### src/rtl/reaction_timer_pkg.sv
// -----------------------------------------------------------------------------
// reaction_timer_pkg
// Shared constants for the reaction timer: FSM state encodings, the LFSR seed
// and tap mask, and the display constants.
// Also provides lfsrNext, the single-step helper for the Fibonacci LFSR.
// -----------------------------------------------------------------------------
package reaction_timer_pkg;

   // FSM state encodings. These are plain constants rather than an enum so
   // older tools and existing test vectors keep working.
   localparam logic [2:0] ST_IDLE   = 3'd0;
   localparam logic [2:0] ST_WAIT   = 3'd1;
   localparam logic [2:0] ST_TIMING = 3'd2;
   localparam logic [2:0] ST_DONE   = 3'd3;
   localparam logic [2:0] ST_FAULT  = 3'd4;

   // 16-bit Fibonacci LFSR with taps 16,14,13,11, which are bits 15,13,12,10.
   // This polynomial is maximal length. Starting from a nonzero seed, the
   // register therefore never reaches all-zero.
   localparam logic [15:0] LFSR_SEED = 16'hACE1;
   localparam logic [15:0] LFSR_TAPS = 16'hB400;

   // Display constants: the saturation value and the blank pattern that the
   // 7-segment decoder renders as an empty display.
   localparam logic [15:0] BCD_MAX   = 16'h9999;
   localparam logic [15:0] BCD_BLANK = 16'hFFFF;

   // One LFSR step: shift left and feed back the XOR of the tapped bits.
   function automatic logic [15:0] lfsrNext(input logic [15:0] value);
      return {value[14:0], ^(value & LFSR_TAPS)};
   endfunction

endpackage

### src/rtl/reaction_timer_core_bcd.sv
// -----------------------------------------------------------------------------
// bcd_counter4
// Four-digit BCD up-counter with synchronous clear and a saturation flag.
// Ports:
//   clk   - system clock
//   reset - synchronous active-high reset, clears the count
//   clr   - synchronous clear, clears the count
//   inc   - add one to the count; ignored once the count reaches 9999
//   bcd   - four BCD digits, [3:0] least significant
//   sat   - high while the count is 9999
// -----------------------------------------------------------------------------
module bcd_counter4 (
   input  logic        clk,
   input  logic        reset,
   input  logic        clr,
   input  logic        inc,
   output logic [15:0] bcd,
   output logic        sat
);

   logic [15:0] nextBcd;
   logic        carry;

   assign sat = (bcd == 16'h9999);

   // Ripple the +1 through the digits. A digit at 9 wraps to 0 and passes the
   // carry on. The first digit below 9 absorbs the carry.
   always_comb begin
      nextBcd = bcd;
      carry   = 1'b1;
      for (int i = 0; i < 4; i++) begin
         if (carry) begin
            if (bcd[4*i +: 4] == 4'd9) begin
               nextBcd[4*i +: 4] = 4'd0;
            end else begin
               nextBcd[4*i +: 4] = bcd[4*i +: 4] + 4'd1;
               carry             = 1'b0;
            end
         end
      end
   end

   // The count register. Saturation blocks the increment, so the count holds
   // at 9999 and never wraps to 0000.
   always_ff @(posedge clk) begin
      if (reset || clr) begin
         bcd <= 16'h0000;
      end else if (inc && !sat) begin
         bcd <= nextBcd;
      end
   end

endmodule

### src/rtl/reaction_timer_core.sv
// -----------------------------------------------------------------------------
// reaction_timer_core
// Reaction timer. The start pulse arms a trial and begins a pseudo-random
// delay. When the delay expires the stimulus LED lights and elapsed
// milliseconds are counted in BCD. The count stops on stop or saturates at 9999.
// A stop during the delay is reported as a false start.
// Ports:
//   clk          - system clock
//   reset        - synchronous active-high reset
//   start        - one-cycle pulse, arms a trial from IDLE
//   stop         - one-cycle pulse, user reaction
//   clear        - one-cycle pulse, returns to IDLE from any state
//   bcd_out      - four BCD digits of elapsed ms, 16'hFFFF blanks the display
//   stimulus_led - high while the stimulus is shown
//   busy         - high while waiting or timing
//   early        - false-start flag
//   timeout      - the count saturated at 9999
// -----------------------------------------------------------------------------
module reaction_timer_core #(
   parameter int TICK_DIV     = 50000,
   parameter int MIN_DELAY_MS = 1000,
   parameter int RAND_BITS    = 11
) (
   input  logic        clk,
   input  logic        reset,
   input  logic        start,
   input  logic        stop,
   input  logic        clear,
   output logic [15:0] bcd_out,
   output logic        stimulus_led,
   output logic        busy,
   output logic        early,
   output logic        timeout
);

   import reaction_timer_pkg::*;

   localparam int DELAY_SPAN = MIN_DELAY_MS + (1 << RAND_BITS);
   localparam int DW         = (DELAY_SPAN > 1) ? $clog2(DELAY_SPAN) : 1;
   localparam int PW         = (TICK_DIV > 1) ? $clog2(TICK_DIV) : 1;

   logic [2:0]    state;
   logic [2:0]    nextState;
   logic [PW-1:0] prescale;
   logic          tick;
   logic [DW-1:0] delay;
   logic [15:0]   lfsr;
   logic [15:0]   count;
   logic          countClr;
   logic          countInc;
   logic          countSat;

   assign tick = (prescale == PW'(TICK_DIV - 1));

   // The counter only tracks elapsed ms. A false start shows as a blank
   // display, and the early flag is a register, so this mux still changes
   // exactly one cycle after the causing event.
   assign bcd_out = early ? BCD_BLANK : count;

   bcd_counter4 u_count (
      .clk   (clk),
      .reset (reset),
      .clr   (countClr),
      .inc   (countInc),
      .bcd   (count),
      .sat   (countSat)
   );

   // Next-state and counter control.
   // clear overrides everything except reset.
   // In WAIT, stop beats the delay expiry: pressing before the LED is seen is
   // always a false start.
   // In TIMING, stop beats a coincident tick, so the displayed count never
   // advances past the moment of the press.
   // A tick that arrives while the count already reads 9999 ends the trial as
   // a timeout.
   always_comb begin
      nextState = state;
      countClr  = 1'b0;
      countInc  = 1'b0;
      if (clear) begin
         nextState = ST_IDLE;
         countClr  = 1'b1;
      end else begin
         case (state)
            ST_IDLE: begin
               if (start) begin
                  nextState = ST_WAIT;
                  countClr  = 1'b1;
               end
            end
            ST_WAIT: begin
               if (stop) begin
                  nextState = ST_FAULT;
               end else if (tick && (delay <= DW'(1))) begin
                  nextState = ST_TIMING;
               end
            end
            ST_TIMING: begin
               if (stop) begin
                  nextState = ST_DONE;
               end else if (tick) begin
                  if (countSat) begin
                     nextState = ST_DONE;
                  end else begin
                     countInc = 1'b1;
                  end
               end
            end
            ST_DONE:  nextState = ST_DONE;
            ST_FAULT: nextState = ST_FAULT;
            default:  nextState = ST_IDLE;
         endcase
      end
   end

   // State, prescaler, delay, LFSR and registered flags.
   // The prescaler restarts on entry to WAIT and to TIMING. This makes the
   // first tick of each phase land a full millisecond after entry.
   // The delay is loaded from the LFSR value that is present in the cycle
   // start is seen.
   // The flags are computed from nextState, so every output reflects the new
   // state in the cycle right after the event.
   always_ff @(posedge clk) begin
      if (reset) begin
         state        <= ST_IDLE;
         prescale     <= '0;
         delay        <= '0;
         lfsr         <= LFSR_SEED;
         stimulus_led <= 1'b0;
         busy         <= 1'b0;
         early        <= 1'b0;
         timeout      <= 1'b0;
      end else begin
         state <= nextState;
         lfsr  <= lfsrNext(lfsr);

         if (tick ||
             ((nextState == ST_WAIT) && (state != ST_WAIT)) ||
             ((nextState == ST_TIMING) && (state != ST_TIMING))) begin
            prescale <= '0;
         end else begin
            prescale <= prescale + PW'(1);
         end

         if ((state == ST_IDLE) && (nextState == ST_WAIT)) begin
            delay <= DW'(MIN_DELAY_MS) + DW'(lfsr[RAND_BITS-1:0]);
         end else if ((state == ST_WAIT) && tick && (delay != '0)) begin
            delay <= delay - DW'(1);
         end

         stimulus_led <= (nextState == ST_TIMING);
         busy         <= (nextState == ST_WAIT) || (nextState == ST_TIMING);
         early        <= (nextState == ST_FAULT);
         timeout      <= (nextState == ST_DONE) &&
                         (timeout || ((state == ST_TIMING) && !stop));
      end
   end

endmodule
### config.mk
export PLATFORM = sky130hd
export DESIGN_NAME = reaction_timer_core
export DESIGN_NICKNAME = d
export VERILOG_FILES = /design/src/rtl/reaction_timer_pkg.sv /design/src/rtl/reaction_timer_core_bcd.sv /design/src/rtl/reaction_timer_core.sv
export SDC_FILE = /design/constraint.sdc
export NUM_CORES = 1
export LEC_CHECK = 0
export CAP_MARGIN = 20
export CORE_MARGIN = 2
export CORE_UTILIZATION = 60
export DETAILED_ROUTE_END_ITERATION = 10
export PLACE_DENSITY = 0.93
export SYNTH_ARGS = -nofsm -noshare
export SYNTH_HDL_FRONTEND = slang
export SYNTH_SLANG_ARGS = --single-unit
export TNS_END_PERCENT = 50
### constraint.sdc
create_clock -name clk -period 3.2 [get_ports clk]
set_clock_uncertainty 0.15 [all_clocks]
set_input_delay 0.64 -clock clk [delete_from_list [all_inputs] [get_ports clk]]
set_output_delay 0.64 -clock clk [all_outputs]
set_load 0.02 [all_outputs]
# Word level (Yosys, flattened, before mapping)
# Index checks and enable logic that the tools add are counted.
totals:
  ff_bits: 67
  in_bits: 5
op_classes:
  n_addsub: 7
  n_lt_le_gt_ge: 1
  n_eq_ne: 16
  muxes: 28
  n_reduce_logical: 24
op_table:
  columns: ["operator", "count"]
  rows:
  - ["$eq 16x16->1 const B", 2]
  - ["$mux 12", 2]
  - ["$mux 3", 7]
  - ["$add 16x1->16 const B", 1]
  - ["$add 4x1->4 const B", 4]
  - ["$eq 4x4->1 const B", 4]
  - ["$mux 16", 1]
  - ["$mux 4", 4]
  - ["$reduce_xor 16->1", 1]
  - ["$pmux 3 s5", 1]
  - ["$mux 1", 13]
  - ["$add 10x11->12 const A", 1]
  - ["$eq 3x2->1 const B", 4]
  - ["$le 12x1->1 const B", 1]
  - ["$reduce_bool 12->1", 1]
  - ["$sub 12x1->12 const B", 1]
  - ["$logic_and 1x1->1", 9]
  - ["$eq 3x1->1 const B", 2]
  - ["$eq 3x3->1 const B", 2]
  - ["$reduce_and 2->1", 3]
  - ["$logic_or 1x1->1", 5]
  - ["$logic_not 3->1", 1]
  - ["$ne 3x1->1 const B", 1]
  - ["$ne 3x2->1 const B", 1]
  - ["other kinds (3)", 4]

# Logic depth before layout (Yosys ltp)
# Gate-level depths: netlist of the first run.
logic_depth:
  ltp_word: 11
  depth_mapped: 8
  depth_no_buf: 7

# By module
# From an unflattened synthesis of the first run, not the netlist that was laid out.
hier_totals:
  cells_unflattened: 370
  area_unflattened_um2: 3315.7
by_module_without_submodules:
  columns: ["mod", "instances", "cells_per_inst", "area_each_um2", "seq_area_each_um2"]
  rows:
  - ["reaction_timer_core", 1, 267, 2444.8, 1021.0]
  - ["bcd_counter4", 1, 103, 870.8, 320.3]

# Worst setup path before layout of the first run
# OpenSTA, ideal clock, no wires.
synth_timing:
  path_type: "input to register"
  start: "input port stop"
  end: "register u_count.bcd[3]"
  arrival_time_ns: 2.030
  required_ns: 2.975
  setup_slack_ns: 0.945
  cell_stages: 5
  cell_sequence: "or4b_4 -> nor3b_2 -> o211ai_1 -> or3_1 -> a31oi_1"
synth_via:
  elab_chain_len: 4
synth_lines:
  columns: ["element", "line_no", "text"]
  rows:
  - ["start: declaration", "reaction_timer_core.sv:27", "input logic stop,"]
  - ["$mux 1", "reaction_timer_core.sv:100", "if (stop) begin"]
  - ["$mux 1", "reaction_timer_core.sv:85", "case (state)"]
  - ["$mux 1", "reaction_timer_core.sv:81", "if (clear) begin"]
  - ["$logic_and 1x1->1", "reaction_timer_core_bcd.sv:48", "end else if (inc && !sat) begin"]
  - ["end signal: assignment", "reaction_timer_core_bcd.sv:49", "bcd <= nextBcd;"]
  - ["end: declaration", "reaction_timer_core_bcd.sv:17", "output logic [15:0] bcd,"]
# Every way passes these cells.
# A chain may end at the register's enable or synchronous reset.

# Worst setup path after layout of the first run
layout_timing:
  start: "input port stop"
  end: "register u_count.bcd[9]"
layout_via:
  elab_chain_len: 5
layout_lines:
  columns: ["element", "line_no"]
  rows:
  - ["$mux 1", "reaction_timer_core.sv:100"]
  - ["$mux 1", "reaction_timer_core.sv:85"]
  - ["$mux 1", "reaction_timer_core.sv:81"]
  - ["$logic_and 1x1->1", "reaction_timer_core_bcd.sv:48"]
  - ["$reduce_and 2->1 (no line)", null]
# Every way passes these cells.

==> results of run 1 <==
-- per-layer routing --
layer  vias to the layer above  routed length [microns]  track usage (%)
li1                       1361                        -                -
met1                      1283                     2890             28.9
met2                        82                     3240             40.2
met3                        21                      335             3.95
met4                         0                      196             14.5
met5                         -                        0                0
-- final timing paths --
| kind | slack, ns | endpoint | startpoint | depth (start not counted) |
|---|---|---|---|---|
| max | 0.54 | u_count.bcd[9] | stop | 7 |
| min reg2reg | 0.26 | lfsr[15] | lfsr[14] | 1 |
| min | 0.26 | lfsr[15] | lfsr[14] | 1 |
| max reg2reg | 0.56 | delay[10] | prescale[0] | 6 |
-- sequential cells by signal, summed over array words and instances (netlist names) --
signal        flops
busy              1
timeout           1
lfsr             16
prescale         16
stimulus_led      1
early             1
state             3
u_count.bcd      16
delay            12
-- cells in the final DEF (no fill, tap or decap), types with 3 or more instances in the layout --
cell	instances
sky130_fd_sc_hd__and3_1	6
sky130_fd_sc_hd__nor3_1	7
sky130_fd_sc_hd__xor2_1	20
sky130_fd_sc_hd__nand3_1	10
sky130_fd_sc_hd__nor2b_1	11
sky130_fd_sc_hd__or2_2	24
sky130_fd_sc_hd__o31a_1	3
sky130_fd_sc_hd__o31ai_1	3
sky130_fd_sc_hd__a2111oi_0	3
sky130_fd_sc_hd__a211oi_1	3
sky130_fd_sc_hd__nor2_1	28
sky130_fd_sc_hd__clkdlybuf4s50_1	24
sky130_fd_sc_hd__dfxtp_1	67
sky130_fd_sc_hd__o211ai_1	4
sky130_fd_sc_hd__clkbuf_1	3
sky130_fd_sc_hd__ha_1	5
sky130_fd_sc_hd__nand4_1	7
sky130_fd_sc_hd__nor3b_1	3
sky130_fd_sc_hd__o21ai_0	8
sky130_fd_sc_hd__clkbuf_8	11
sky130_fd_sc_hd__nor4_1	5
sky130_fd_sc_hd__or3_1	10
sky130_fd_sc_hd__a21oi_1	19
sky130_fd_sc_hd__xnor2_1	8
sky130_fd_sc_hd__nand2b_1	5
sky130_fd_sc_hd__inv_1	10
sky130_fd_sc_hd__a31oi_1	5
sky130_fd_sc_hd__nand2_1	19
sky130_fd_sc_hd__or4_1	6
sky130_fd_sc_hd__buf_4	6
-- stage by stage --
step           instance area, sq um  total power (W)  instances  util (%)
2_1_floorplan                  3270          0.00101        360         -
3_3_place_gp                   3570          0.00104        445      69.1
3_5_place_dp                   3570          0.00105        445      69.1
4_1_cts                        3750          0.00167        461      72.4
5_1_grt                        3750          0.00172        461      72.4
6_report                       3750          0.00166        461      72.4
-- power by group --
group	internal, W	switching, W	leakage [nW]
combinational	0.0000668	0.0000814	0.720
sequential	0.000863	0.0000245	0.547
clock	0.000322	0.000300	0.0905
total	0.00125	0.000406	1.36
-- critical path, delay by kind of cell --
family,cells,cell delay (ns)
and+or+nand+nor,4,1.27
AOI/OAI and AO/OA,1,0.14
buffers and inverters,2,0.73
-- cells by family (layout without fill, tap and decap cells) --
group,Yosys count,after routing,synth area share (%)
AND/OR/NAND/NOR,161,161,29.4
AO/OA/AOI/OAI,71,71,15.9
flip-flops,67,67,41.1
XOR/XNOR,28,28,7.51
buffers and inverters,25,56,3.26
adder cells (fa/ha/maj),5,5,1.92
multiplexers,3,3,0.958
-- cell type report --
class	count	area, sq um	share of cell area [%]
Sequential cell	67	1340	35.8
Clock buffer	14	163	4.34
Inverter	10	37.5	1.00
Timing Repair Buffer	30	285	7.61
Multi-Input combinational cell	268	1820	48.6
Tap cell	70	87.6	2.34
Clock inverter	2	10.0	0.267
==> run summary, run 1 <==
Synthesis produced a netlist whose cell count is 360. The portion of synthesized cell area occupied by the leading cell type is 41.1%. The post-CTS setup buffer count is 0.

The number of distinct library cells after synthesis is 66. The detail route stage leaves a number of antenna-violating nets equal to 0. STA classifies the critical path startpoint as an input port. Setup violations remaining at the end of the flow were counted as 0. In the final design database the tool counted 396 nets. The number of port buffers came out at 24. The critical path start-end classification is input port to flip-flop.

The ratio of cells with drive above 1 in the final layout is 14.1%. The critical path goes through clkdlybuf4s50_1 > or4b_4 > nor2_4 > nand4bb_1 > buf_4 > or3_1 > a21oi_1. The combined global-route utilization of all metal layers is 24.1%. The number of placement rows came out at 26. The first-pass GRT wire length came out at 11,800 microns.

The leftover overflow at the end of global routing is 0. The cell with the largest stage delay on the worst path is sky130_fd_sc_hd__or4b_4. The tool flagged a number of max-cap violations equal to 0.

The total count of hold-check failures in the final report came out at 0. Clock tree synthesis selected as its root buffer the cell sky130_fd_sc_hd__clkbuf_8. The total length of routed wires came out at 6670 microns. The final worst slack came out at 0.542 ns.

The total of cells resized after clock tree synthesis is 0. The area added between synthesis and finish is 14.8%. Entering global routing, the biggest net connects 19 pins. The final route contains 2,747 vias. The post-route setup TNS came out at 0 ns. The final weighted congestion in routability-driven placement is 0.904.

The first TritonRoute pass finished after 4 iterations. Counting the buffers created by CTS gives 9. The detailed placer's ending HPWL is 4720 microns. The number of pins with negative max-slew slack in the final report was 0. Across all hold checks on the routed design, the worst slack comes to 0.262 ns. By area the synthesized netlist is led by sky130_fd_sc_hd__dfxtp_1, sky130_fd_sc_hd__xor2_1, sky130_fd_sc_hd__or2_2. A synthesized cell averages 9.07 sq um. The via count normalized by instance count is 5.96.

The post-route minimum period is 2.66 ns. The detailed-route DRC error count is 0. At the worst endpoint, the required time is 3.33 ns. sky130_fd_sc_hd__dfxtp_1 takes more of the synthesized area than any other cell. The repair_antennas step left the layout with diodes totalling 0. The remaining max-slew budget at the tightest pin came out at 46.1%. In this run the worst hold path is classified as flip-flop to flip-flop. For the worst-skew pair, the clock arrives at the later sink with an insertion delay of 0.34 ns. The layout filler cell count came out at 358. The synthesized netlist net count is 370. The flow ran to the end, and the final reports show no timing, DRC or antenna violations.

The initial detailed-routing violation count came out at 178. The hold-fix buffer count after cts came out at 0. The commonest cells after synthesis are sky130_fd_sc_hd__dfxtp_1, sky130_fd_sc_hd__nor2_1, sky130_fd_sc_hd__or2_2, sky130_fd_sc_hd__xor2_1. The horizontal die dimension came out at 77.8 microns. The reported leakage power came out at 1.36 nW. The clock-pin slew on the worst setup and hold paths came out at 0.07 ns. The worst setup path is captured at a flip-flop. The area of the mapped netlist is 3270 sq um. In this run the number of H-tree levels came out at 3. Among all cell types in the netlist, the one instantiated most often is sky130_fd_sc_hd__dfxtp_1. The number of global-route vias before repair came out at 2,670. The delay of the slowest cell on the worst path came out at 0.56 ns. The area of the placeable core came out at 5170 sq um.

The synthesized design contains 0 enable-type register cells. 25 I/O pins were placed. The power density of the placed cells is 442 nW/um^2.

Setup repair after global routing left no endpoint under its margin. The number of clock sinks seen by CTS is 67. The Yosys warning count came out at 0. Along the worst path, the maximum fanout reaches 7.

Measured along the y axis, the die boundary spans 77.8 microns. The final routed wire length divided by cell count came out at 14.5 microns. The proportion of synthesized chip area in sequential cells is 41.1%. The effective utilization at floorplan is 63.1%. The overall die area came out at 6050 sq um.

The initial antenna violation count is 0. The critical path arrival is 2.78 ns. The highest clock frequency the design can meet is 0.376 GHz. The maximum number of buffers from clock root to sink came out at 2. The count of state elements after synthesis came out at 67. IR analysis of the VDD net gives a maximum drop of 0.299 mV. The top flip-flop cell by instance count after synthesis is sky130_fd_sc_hd__dfxtp_1. The post-route fraction of the period consumed by the critical path is 83.1%. The transition time of the tightest slew-check pin is 0.803 ns. At the placement stage, the worst setup path has a slack of 0.223 ns. TritonCTS built the clock tree. For this run, asynchronously set or reset flops after synthesis account for 0%.
Note: power is estimated with default switching activity, not from simulation.
==> run 2, diff against run 1 <==
--- a/config.mk
+++ b/config.mk
@@ -7,9 +7,9 @@
 export LEC_CHECK = 0
 export CAP_MARGIN = 20
 export CORE_MARGIN = 2
-export CORE_UTILIZATION = 60
+export CORE_UTILIZATION = 58
 export DETAILED_ROUTE_END_ITERATION = 10
-export PLACE_DENSITY = 0.93
+export PLACE_DENSITY = 0.9
 export SYNTH_ARGS = -nofsm -noshare
 export SYNTH_HDL_FRONTEND = slang
 export SYNTH_SLANG_ARGS = --single-unit
==> constraint.sdc (replaced) <==
create_clock -name clk -period 2.6 [get_ports clk]
set_clock_uncertainty 0.15 [all_clocks]
set_input_delay 0.52 -clock clk [delete_from_list [all_inputs] [get_ports clk]]
set_output_delay 0.52 -clock clk [all_outputs]
set_load 0.02 [all_outputs]
==> run 2 against run 1 <==
Sequential share of layout area decreased by 1.3 points. Die area rose by 3.3%. Flip-flop and latch count unchanged. Global-route usage is 0.47 points lower. Total power rose by 35%. Largest cell class unchanged.
==> run summary, run 2 (synthesized netlist as in run 1, its figures left out) <==
At the end of the flow the core is filled with cells to 71.0%. Internal power comes to 0.00169 W. The number of max-cap violations came out at 0. In this run the static leakage power is 1.43 nW. The effective utilization at floorplan is 59.7%. The first TritonRoute pass finished after 4 iterations.

The die covers 6250 sq um. The worst setup path is captured at a flip-flop. The pin count of the biggest net entering global routing came out at 28. Across the VDD grid, the largest voltage drop is 0.498 mV.

The final routed wire length divided by cell count is 14.4 microns. The boundary pin count is 25. The worst reg-to-reg setup slack is 0.20 ns. The height of the die came out at 79.0 microns.

The worst register-to-register path ends at u_count.bcd[13]. The worst hold path belongs to the class flip-flop to flip-flop. The detailed placer's ending HPWL is 4810 microns. The reg-to-reg critical path startpoint is u_count.bcd[8]. For this block, the initial DRC count from the detailed router was 184. The number of global-route vias before repair is 2,623. The detailed-route DRC error count came out at 0. The final-stage net count is 407.

Dividing the detail-routed via count by the number of cells gives 5.88. The tree is rooted in a sky130_fd_sc_hd__clkbuf_8. Data on the critical path arrives at its endpoint at 2.61 ns. The number of endpoints failing setup at the final stage is 0. Counting I/O delays and the setup requirement, the final critical path takes 2.48 ns. The flow ran to the end, and the final reports show no timing, DRC or antenna violations. The finished layout cell area is 3890 sq um. The number of nets with antenna violations after routing is 0. For this run the aggregate overflow at the end of global routing stands at 0. The maximum number of buffers from clock root to sink came out at 2. The proportion of power drawn by combinational gates is 8.5%. For this block, the via count after detailed routing is 2,788. The total cell area at the placement stage is 3660 sq um. The cell count of the worst hold path is 1. The final weighted congestion in routability-driven placement came out at 0.819. The number of clock sinks seen by CTS came out at 67. The final cell count without fillers is 474. Leaving out fill and tap cells, the most frequent cells in the layout are sky130_fd_sc_hd__dfxtp_1, sky130_fd_sc_hd__nor2_1, sky130_fd_sc_hd__or2_2, sky130_fd_sc_hd__clkdlybuf4s50_1, sky130_fd_sc_hd__xor2_1. The repair_antennas step left the layout with diodes totalling 0.

STA puts the critical path data required time at 2.73 ns. In this run, placement finished with an instance count of 458. The TritonCTS clock tree is done. From synthesis to final layout, the design area changed by 19.0%. In this run the worst path has a maximum fanout of 6. The power density of the placed cells came out at 577 nW/um^2. The post-route setup TNS came out at 0 ns. The H-tree level count came out at 3. The leading cell type in the layout, fill and taps excluded is sky130_fd_sc_hd__dfxtp_1. The share of power burned in the clock network came out at 42.8%. The cell depth of the worst flop-to-flop path came out at 5. The area of the placeable core came out at 5470 sq um.

The largest registers in the layout are lfsr: 16 flops, prescale: 16 flops, u_count.bcd: 16 flops. The initial antenna violation count came to 0. In this run the tightest slew margin relative to its limit is 60.5%. For this block, the routed nets add up to 6810 microns of wire.

The ratio of cells with drive above 1 in the final layout came out at 17.4%. In this run the core area contains 27 standard-cell rows. In this run the most critical hold path is launched from lfsr[14].

The highest clock frequency the design can meet came out at 0.403 GHz. The category of the worst setup path launch point is an input port. The worst hold path terminates at lfsr[15]. The number of pins with negative max-slew slack in the final report is 0. The clock-pin slew on the worst setup and hold paths is 0.08 ns.

Setup repair after global routing left no endpoint under its margin. The worst setup path is of the input port to flip-flop kind. In this run, CTS created clock tree buffers numbering 9. The latest clock arrival within the worst-skew pair is 0.35 ns. The first global-routing pass estimated 11,600 microns of wire. The power share of the sequential group is 48.6%.

The total count of hold-check failures in the final report is 0. In the global route stage, overall resource usage came out at 23.6%. The number of port buffers is 24. At the pin with the least slew margin, the transition time is 0.587 ns. Counting the fill cells in the layout gives 394. The switching share of total power is 24.5%. The total net switching power came out at 0.000550 W. The horizontal die dimension is 79.0 microns. The post-route fraction of the period consumed by the critical path is 95.4%.
## run 2: cell types whose count changed in the layout (fill, tap and decap cells not counted), sizes merged
cell	change
buf	+11
bufinv	+2
clkbuf	-5
clkinvlp	+2
inv	+1
## run 2: critical path: stages
cell and delay [ns]:
sky130_fd_sc_hd__clkdlybuf4s50_1 0.42, sky130_fd_sc_hd__or4b_4 0.54, sky130_fd_sc_hd__nor2_4 0.13, sky130_fd_sc_hd__nand4bb_1 0.26, sky130_fd_sc_hd__or4_1 0.57, sky130_fd_sc_hd__a21oi_1 0.17
## run 2: routing by layer
metal	vias to the layer above	global-route usage [%]	wire length, microns
met3	20	4.43	311
li1	1379	-	-
met5	-	0	0
met1	1306	27.6	2960
met4	0	11.9	197
met2	83	41.2	3350
## run 2: timing repair
action,4_1_cts,5_1_grt
hold buffers,0,0
setup endpoints to repair,0,4
gates resized for setup,0,1
setup buffers,0,0
## run 2: worst max-delay path by stage
stage | endpoint | depth (start not counted) | startpoint | slack (ns)
6_report | u_count.bcd[13] | 6 | stop | 0.12
5_1_grt | u_count.bcd[9] | 6 | u_count.bcd[8] | 0.03
4_1_cts | u_count.bcd[13] | 6 | prescale[0] | 0.11
3_5_place_dp | u_count.bcd[9] | 7 | stop | -0.13
3_3_place_gp | u_count.bcd[10] | 7 | stop | -0.08
2_1_floorplan | u_count.bcd[3] | 5 | stop | 0.46
## run 2: metrics by stage
| step | total power, W | hold slack (ns) | worst slack (ns) |
|---|---|---|---|
| after floorplan | 0.00124 | 0.239 | 0.465 |
| after global placement | 0.00129 | 0.242 | -0.0791 |
| after detailed placement | 0.00130 | 0.256 | -0.133 |
| after CTS | 0.00226 | 0.278 | 0.112 |
| after global routing | 0.00232 | 0.289 | 0.0258 |
| final | 0.00224 | 0.275 | 0.121 |
## run 2: final cells by class
class,count,area [sq um],share of cell area [%]
Multi-Input combinational cell,268,1820,46.9
Timing Repair Buffer,41,368,9.47
Inverter,10,37.5,0.966
Tap cell,72,90.1,2.32
Clock inverter,7,101,2.61
Sequential cell,67,1340,34.5
Clock buffer,9,124,3.19
## run 2: power groups by stage
stage | Clock [W] | Sequential [W] | Combinational, W
3_3_place_gp | 0 | 0.00111 | 0.000180
2_1_floorplan | 0 | 0.00111 | 0.000134
3_5_place_dp | 0 | 0.00111 | 0.000186
6_report | 0.000961 | 0.00109 | 0.000192
5_1_grt | 0.00101 | 0.00110 | 0.000208
4_1_cts | 0.000978 | 0.00109 | 0.000190
